### config.mk
export PLATFORM = sky130hd
export DESIGN_NAME = posit_round_pipe
export DESIGN_NICKNAME = d
export VERILOG_FILES = /design/src/rtl/posit_round_pipe.sv
export SDC_FILE = /design/constraint.sdc
export NUM_CORES = 1
export LEC_CHECK = 0
export CAP_MARGIN = 10
export CORE_MARGIN = 3
export CORE_UTILIZATION = 45
export CTS_BUF_LIST = sky130_fd_sc_hd__clkbuf_8
export CTS_CLUSTER_DIAMETER = 50
export CTS_CLUSTER_SIZE = 12
export DETAILED_ROUTE_END_ITERATION = 7
export GPL_TIMING_DRIVEN = 0
export PLACE_DENSITY = 0.62
export SLEW_MARGIN = 20
export SYNTH_ARGS = -nofsm -noshare
export SYNTH_HDL_FRONTEND = slang
export SYNTH_SLANG_ARGS = --single-unit
### constraint.sdc
create_clock -name clk -period 5 [get_ports clk]
set_clock_uncertainty 0.1 [all_clocks]
set_input_delay 0.5 -clock clk [delete_from_list [all_inputs] [get_ports clk]]
set_output_delay 0.5 -clock clk [all_outputs]
set_load 0.05 [all_outputs]
### src/rtl/posit_round_pipe.sv
// posit_round_pipe: 3-stage posit encode/round unit.
// S1 splits the scale into regime/exponent and flags saturation.
// S2 assembles the regime|exp|frac magnitude and extracts L/G/S.
// S3 rounds to nearest-even, clamps to minpos/maxpos, applies sign/specials.
// Optional statistics outputs (out_inexact, inexact_cnt) are present only
// when POSIT_ROUND_STATS_EN is defined.
//
// Handshake: a beat moves across an interface on a rising clk edge where
// valid && ready are both high. A stage register loads whenever it is empty
// or its successor loads in the same cycle, so bubbles collapse. in_ready is
// high when S1 can load. out_valid/out_posit hold while out_ready is low.
module posit_round_pipe #(
  parameter int N  = 32,
  parameter int ES = 2,
  parameter int FW = 2*N-1,
  parameter int SW = $clog2(N)+ES+2
) (
  input  logic          clk,
  input  logic          rst,
  input  logic          in_valid,
  output logic          in_ready,
  input  logic          in_sign,
  input  logic          in_zero,
  input  logic          in_nar,
  input  logic [SW-1:0] in_scale,
  input  logic [FW-1:0] in_frac,
  input  logic          in_sticky,
  output logic          out_valid,
  input  logic          out_ready,
  output logic [N-1:0]  out_posit
`ifdef POSIT_ROUND_STATS_EN
  ,
  output logic          out_inexact,
  output logic [15:0]   inexact_cnt
`endif
);

  localparam int SHW = $clog2(N);     // regime shift amount width
  localparam int EFW = ES+FW;         // exponent + fraction bits
  localparam int EW  = 2+EFW+N-2;     // assembled field incl. shift room
  localparam logic signed [SW-1:0] KMAX = SW'(N-2);
  localparam logic signed [SW-1:0] KMIN = SW'(-(N-2));
  localparam logic [EW-1:0] ONES = '1;
  localparam logic [N-1:0] MAXPOS = {1'b0, {(N-1){1'b1}}};
  localparam logic [N-1:0] MINPOS = {{(N-1){1'b0}}, 1'b1};
  localparam logic [N-1:0] NAR    = {1'b1, {(N-1){1'b0}}};

  // Stage valids and advance enables
  logic v1, v2;
  logic load1, load2, load3;

  // S1 registers
  logic           sign1, zero1, nar1, smax1, smin1, fill1, sticky1;
  logic [SHW-1:0] sh1;
  logic [EFW-1:0] ef1;

  // S2 registers
  logic           sign2, zero2, nar2, smax2, smin2, g2, s2;
  logic [N-1:0]   kept2;

  // S1 combinational decode
  logic signed [SW-1:0] k_c;
  logic                 smax_c, smin_c;
  logic [SHW-1:0]       sh_c;
  logic [EFW-1:0]       ef_c;

  // S2 combinational assembly
  logic [EW-1:0] base_c, shifted_c;
  logic [N-1:0]  kept_c;
  logic          g_c, s_c;

  // S3 combinational rounding
  logic          round_c;
  logic [N:0]    sum_c;
  logic [N-1:0]  mag_c, posit_c;

  assign load3    = !out_valid || out_ready;
  assign load2    = !v2 || load3;
  assign load1    = !v1 || load2;
  assign in_ready = load1;

  // S1: k = floor(scale / 2^ES); run length minus two becomes the shift
  always_comb begin
    k_c    = $signed(in_scale) >>> ES;
    smax_c = k_c > KMAX;
    smin_c = k_c < KMIN;
    // k>=0 -> R-2 = k ; k<0 -> R-2 = -k-1 = ~k
    sh_c   = k_c[SW-1] ? ~k_c[SHW-1:0] : k_c[SHW-1:0];
    ef_c   = EFW'({in_scale, in_frac});
  end

  // S2: seed "10"/"01" then shift right filling with the regime bit
  always_comb begin
    base_c    = {(fill1 ? 2'b10 : 2'b01), ef1, {(N-2){1'b0}}};
    shifted_c = (base_c >> sh1) | (fill1 ? ~(ONES >> sh1) : '0);
    kept_c    = {1'b0, shifted_c[EW-1 -: N-1]};
    g_c       = shifted_c[EW-N];
    s_c       = (|shifted_c[EW-N-1:0]) | sticky1;
  end

  // S3: round to nearest even, clamp, then apply sign and specials
  always_comb begin
    round_c = g2 & (kept2[0] | s2);
    sum_c   = {1'b0, kept2} + {{N{1'b0}}, round_c};
    if (smax2)                      mag_c = MAXPOS;
    else if (smin2)                 mag_c = MINPOS;
    else if (sum_c[N] || sum_c[N-1]) mag_c = MAXPOS;
    else if (sum_c == '0)           mag_c = MINPOS;
    else                            mag_c = sum_c[N-1:0];
    if (nar2)       posit_c = NAR;
    else if (zero2) posit_c = '0;
    else if (sign2) posit_c = -mag_c;
    else            posit_c = mag_c;
  end

  // Pipeline registers; data captured only with a valid beat
  always_ff @(posedge clk or posedge rst) begin
    if (rst) begin
      v1 <= 1'b0; sign1 <= 1'b0; zero1 <= 1'b0; nar1 <= 1'b0;
      smax1 <= 1'b0; smin1 <= 1'b0; fill1 <= 1'b0; sticky1 <= 1'b0;
      sh1 <= '0; ef1 <= '0;
      v2 <= 1'b0; sign2 <= 1'b0; zero2 <= 1'b0; nar2 <= 1'b0;
      smax2 <= 1'b0; smin2 <= 1'b0; g2 <= 1'b0; s2 <= 1'b0; kept2 <= '0;
      out_valid <= 1'b0; out_posit <= '0;
    end else begin
      if (load1) begin
        v1 <= in_valid;
        if (in_valid) begin
          sign1 <= in_sign; zero1 <= in_zero; nar1 <= in_nar;
          smax1 <= smax_c; smin1 <= smin_c; fill1 <= ~k_c[SW-1];
          sh1 <= sh_c; ef1 <= ef_c; sticky1 <= in_sticky;
        end
      end
      if (load2) begin
        v2 <= v1;
        if (v1) begin
          sign2 <= sign1; zero2 <= zero1; nar2 <= nar1;
          smax2 <= smax1; smin2 <= smin1;
          kept2 <= kept_c; g2 <= g_c; s2 <= s_c;
        end
      end
      if (load3) begin
        out_valid <= v2;
        if (v2) out_posit <= posit_c;
      end
    end
  end

`ifdef POSIT_ROUND_STATS_EN
  // Inexact flag rides with the output beat; saturating beat counter
  always_ff @(posedge clk or posedge rst) begin
    if (rst) begin
      out_inexact <= 1'b0;
      inexact_cnt <= '0;
    end else begin
      if (load3 && v2)
        out_inexact <= !(nar2 || zero2) && (smax2 || smin2 || g2 || s2);
      if (out_valid && out_ready && out_inexact && inexact_cnt != 16'hFFFF)
        inexact_cnt <= inexact_cnt + 16'd1;
    end
  end
`else
  // No statistics outputs in this build.
`endif

endmodule

==> results of run 1 <==
worst max path at each step:
stage	from	endpoint	slack, ps
2_1_floorplan	rst	ef1[0]	360
3_3_place_gp	rst	nar1	-1810
3_5_place_dp	s2	out_posit[28]	-130
4_1_cts	s2	out_posit[20]	60
5_1_grt	s2	out_posit[20]	10
6_report	s2	out_posit[28]	200
state kept, by name (all words and copies together) (netlist names), 5 cells and up:
signal	cells
ef1	65
kept2	31
out_posit	32
sh1	5
cell type report:
type	count	area share, %
Buffer	103	3.33
Clock buffer	17	1.82
Clock inverter	15	1.50
Inverter	13	0.439
Multi-Input combinational cell	956	51.5
Sequential cell	150	29.3
Tap cell	319	3.11
Timing Repair Buffer	114	9.01
cells in the final DEF, fill, tap and decap left out, types with 5 or more instances in the layout:
cell type / n
nand2_1: 151
dfrtp_1: 150
clkdlybuf4s50_1: 112
nor2_1: 101
o21ai_0: 93
mux2_2: 84
clkbuf_1: 70
a21oi_1: 70
mux2i_1: 47
nor3_1: 43
nand3_1: 31
nand4_1: 28
mux4_2: 27
xnor2_1: 26
nor4_1: 24
buf_2: 17
xor2_1: 17
clkbuf_8: 17
a31oi_1: 16
a211oi_1: 13
and3_1: 12
buf_1: 12
inv_1: 10
or3_1: 9
nand2b_1: 9
o211ai_1: 9
a21o_1: 8
o21a_1: 8
o31ai_1: 8
or4_1: 7
and2_1: 7
a22oi_1: 6
o41ai_1: 6
nor4_4: 5
o21ai_1: 5
a21boi_0: 5
clkinv_8: 5
per-layer routing:
layer	vias up	part of all wire [%]	global-route usage (%)
li1	4792	-	-
met1	5103	45	42.2
met2	438	45	44.2
met3	60	7.7	5.80
met4	0	2.7	8.60
met5	-	0	0
timing repair:
item,CTS,global route
hold buffers,0,0
buffers inserted,1,0
pin swaps,1,0
resized for setup,1,8
setup endpoints to repair,10,12
worst max-delay path, delay by kind of cell (launching register included):
family                   cells  cell delay [ps]
buffers and inverters        1              200
adder cells (fa/ha/maj)      3              750
XOR/XNOR                     2              440
AO/OA/AOI/OAI                4              620
flip-flops                   1              420
AND/OR/NAND/NOR              8             2140
per-stage QoR:
step	total power, mW	instances	TNS (ps)
floorplan	3.90	1223	0
global placement	4.87	1654	-268710
detailed placement	4.89	1655	-445
global route	6.32	1687	0
CTS	5.93	1688	0
finish	5.96	1687	0
cell families (layout without fill, tap and decap cells):
family | after synthesis | in the layout | synth area share [%]
and+or+nand+nor | 460 | 460 | 21.3
adders and majority gates | 4 | 4 | 0.464
AOI/OAI and AO/OA | 291 | 291 | 16.8
xor gates and xnor gates | 43 | 43 | 3.49
DFF | 150 | 150 | 34.8
muxes | 158 | 158 | 18.8
buffers and inverters | 117 | 262 | 4.45
report_power, final:
part	switching [mW]	total (mW)	internal [mW]
combinational	2.02	3.19	1.17
clock	0.604	1.03	0.428
sequential	0.237	1.74	1.51
total	2.86	5.96	3.10
==> results_dict.tcl, run 1 <==
set metrics [dict create \
    syn_area_um2 10800 \
    first_global_vias 10100 \
    worstPathArrival_ps 5060 \
    hold_ws_ps 348 \
    dieArea_um2 25900 \
    vias 10400 \
    path_clk_slew_ps 110 \
    worst_slew_pin_slew_ps 939 \
    ys_ff_latch 150 \
    fin_crit_sh_pct 96.0 \
    area.growth.synth_to_final_pct 18.9 \
    drive_above_1_share_pct 14.3 \
    r2r_setup_slack_ps 200 \
    status "complete, no violations" \
    max-slew-margin-rel_pct 36.9 \
    synth.area.top_cells "dfrtp_1, mux2_2, mux4_2" \
    worstPathMaxFanout 10 \
    grt_usage_pct 29.1 \
    synth_area_leader_cell "dfrtp_1" \
    fillers 2240 \
    regArea_um2 3750 \
    hold_violations 0 \
    pre_cts_ws_ps -126 \
    clkLatencyLatePin_ps 480 \
    fin_crit_ps 4800 \
    rows 56 \
    avgViaCountPerCell 6.16 \
    hold_depth 3 \
    whs_endpoint "smin1" \
    fin_area_um2 12800 \
    postSynthAreaPerCell_um2 8.82 \
    dpl-instance-area_um2 12300 \
    synth_edf_count 0 \
    drc 0 \
    reg2reg_to "out_posit[28]" \
    worst-r2r-cell-count 18 \
    crit_path_max_incr_delay_ps 620 \
    synth_flop_cell "dfrtp_1" \
    drv_cap 0 \
    hold_class "in -> reg" \
    hp-start "in_scale[8]" \
    grt_antenna_before_repair 0 \
    clockBufferDepth 2 \
    crit_required_ps 5260 \
    vdd.ir_drop.worst_mv 0.239 \
    p_per_area_nw_per_um2 465 \
    cpMostUsedCell "nor2_1" \
    grt_overflow 0 \
    io_pins 114 \
    yosys.area.top_type_share_pct 34.8 \
    worstPathCellList "o21a_1 > ha_2 > ha_2 > nand3_2 > or4_1 > nor2_1 > xnor2_1 > nand4_1 > nor4_4 > buf_6 > nor2_1 > ha_1 > o211ai_1 > nor2_1 > and3_1 > a31oi_1 > xor2_1 > o21ai_0" \
    yosysMostFrequentCell "nand2_1" \
    synth_fp_nets 1307 \
    wl_per_cell_um 22.3 \
    finish.utilization_pct 54.5 \
    drt_wl_total_mm 37.5 \
    power_leakage_nw 4.95 \
    grt_pass1_wl_mm 58.8 \
    drtPass1Iterations 5 \
    multi_input_area_um2 6610 \
    cts_tree "yes" \
    first_iter_violations 990 \
    finalMaxSlewViolations 0 \
    synthArstFlopShare_pct 100 \
    gp_congestion 0.984 \
    regToRegStartpoint "s2" \
    ys_seq_area_share_pct 34.8 \
    setup_viol 0 \
    dp_hpwl_mm 29.4 \
    yosys_warnings 0 \
    end_kind "flip-flop" \
    critical_path.slowest_cell "or4_1" \
    synth_cell_types 75 \
    rsz0062_at_grt "no" \
    synth_common_cells "nand2_1, dfrtp_1, nor2_1" \
    final_critical_path_setup_slack_ps 199 \
    grt_max_degree 94 \
    crit_type "reg -> reg" \
    synthCells 1223 \
    port_buffers 112 \
    fp.dieW_um 161 \
    antenna_cells 0 \
    initial_core_util_pct 45.8 \
    core_um2 23500 \
    h-tree-depth 4 \
    die_h_um 161 \
    fin_nets 1439 \
    ant_nets 0 \
    cts_sinks 150 \
    cts_made_buffers 17 \
    cts-root-buf "clkbuf_8" \
    clock.fmax_mhz 208 \
    startpoint_type "flip-flop" \
]
Note: power is estimated with default switching activity, not from simulation.
==> inputs of run 2 (changes only) <==
Settings changed: CORE_UTILIZATION 45 to 44, PLACE_DENSITY 0.62 to 0.61, SETUP_SLACK_MARGIN set to 0.2.
==> run 2 against run 1 <==
  * Worst setup slack improved by 260 ps
  * Power rose by 0.25%
  * Die area rose by 2.2%
  * Register-to-register slack improved by 260 ps
  * Critical path depth rose by 1
==> results_dict.tcl, run 2 (synthesized netlist as in run 1, its figures left out) <==
set metrics [dict create \
    hold_depth 3 \
    drv_cap 0 \
    largestRegisters "ef1: 65 flops, out_posit: 32 flops, kept2: 31 flops" \
    crit_type "reg -> reg" \
    grt_antenna_before_repair 0 \
    area.growth.synth_to_final_pct 19.3 \
    worstPathArrival_ps 4800 \
    end_kind "flip-flop" \
    antenna_cells 0 \
    fin_nets 1445 \
    cts_tree "yes" \
    cts-root-buf "clkbuf_8" \
    p_per_area_nw_per_um2 464 \
    die_h_um 163 \
    path_clk_slew_ps 110 \
    fin_crit_sh_pct 90.9 \
    crit_required_ps 5260 \
    clkLatencyLatePin_ps 480 \
    r2r_setup_slack_ps 460 \
    largest_reg_flops 65 \
    drive_above_1_share_pct 14.9 \
    cts_sinks 150 \
    grt_max_degree 94 \
    io_pins 114 \
    wl_per_cell_um 22.4 \
    worst-r2r-cell-count 19 \
    fin_crit_ps 4540 \
    worstPathMaxFanout 10 \
    h-tree-depth 4 \
    first_iter_violations 1070 \
    clock.fmax_mhz 220 \
    pre_cts_ws_ps -101 \
    cts_made_buffers 17 \
    regToRegStartpoint "s2" \
    whs_endpoint "smin1" \
    reg2reg_to "out_posit[24]" \
    drtPass1Iterations 5 \
    drc 0 \
    grt_overflow 0 \
    p_total_mw 5.98 \
    finalMaxSlewViolations 0 \
    hold_violations 0 \
    gp_congestion 0.955 \
    final_critical_path_setup_slack_ps 456 \
    startpoint_type "flip-flop" \
    ant_nets 0 \
    vdd.ir_drop.worst_mv 0.230 \
    max-slew-margin-rel_pct 36.5 \
    core_um2 23800 \
    dieArea_um2 26400 \
    fp.dieW_um 163 \
    layout.cells.most_common "nand2_1" \
    clockBufferDepth 2 \
    rsz0062_at_grt "no" \
    final_cell_mix "nand2_1, dfrtp_1, clkdlybuf4s50_1" \
    hold_class "in -> reg" \
    grt_pass1_wl_mm 59.2 \
    grt_usage_pct 28.9 \
    avgViaCountPerCell 6.20 \
    dp_hpwl_mm 29.7 \
    rows 56 \
    setup_viol 0 \
    port_buffers 112 \
    power_leakage_nw 4.99 \
    worst_slew_pin_slew_ps 945 \
    first_global_vias 10100 \
    hp-start "in_scale[8]" \
    status "complete, no violations" \
    vias 10500 \
    largest_register "ef1" \
    drt_wl_total_mm 38.0 \
    initial_core_util_pct 45.3 \
]
[run 2: worst max-delay path, stage by stage (launching register included)]
cell      delay, ps
dfrtp_1         420
o21a_1          140
ha_2            270
ha_2            290
nand3_4         150
nor4_4          470
buf_4           190
nand3_1          80
nor3_2          270
o22ai_1         210
nor4_4          350
buf_6           200
nor2_1           90
ha_1            230
o211ai_1        170
nor2_2          110
and3_1          210
a21oi_1         190
xor2_1          180
o21ai_0         100
[run 2: routing by layer]
metal  global-route usage [%]  part of all wire [%]
met4                     6.92                   1.8
met3                     7.04                   8.3
met5                        0                     0
met1                     42.8                    46
met2                     42.9                    44
[run 2: worst max-delay path by stage]
stage                   from       endpoint  slack [ps]  cells past startpoint
global placement         rst          sign1       -1830                      2
global route        kept2[0]  out_posit[24]         220                     19
floorplan                rst         ef1[0]         360                      1
finish                    s2  out_posit[24]         460                     19
detailed placement        s2  out_posit[24]        -100                     18
CTS                       s2  out_posit[20]         220                     19
[run 2: timing repair]
action,CTS,global route
pin swaps,1,6
endpoints found under the setup margin,13,13
hold buffers,0,0
resized for setup,6,12
buffers inserted,1,5
endpoints found under the hold margin,0,0
[run 2: cell type report]
cell class / instances / area (µm²)
Multi-Input combinational cell: 956 / 6640
Sequential cell: 150 / 3750
Timing Repair Buffer: 119 / 1190
Buffer: 104 / 433
Clock inverter: 15 / 164
Tap cell: 319 / 399
Clock buffer: 17 / 234
Fill cell: 2282 / 10900
Inverter: 13 / 56.3
[run 2: stage by stage]
stage	instance area [µm²]	setup TNS [ps]	hold slack, ps	util (%)	std cells
after floorplan	10800	0	333	-	1223
after global placement	12300	-270840	345	51.7	1654
after detailed placement	12300	-461	345	51.8	1655
after CTS	12800	0	313	53.7	1688
after global routing	12900	0	337	54.0	1693
final	12900	0	321	54.0	1693
[run 2: where the power goes]
| group | internal [mW] | switching, mW | total, mW |
|---|---|---|---|
| logic | 1.18 | 2.05 | 3.23 |
| registers | 1.51 | 0.240 | 1.75 |
| clock network | 0.417 | 0.582 | 0.999 |
| total | 3.10 | 2.87 | 5.98 |
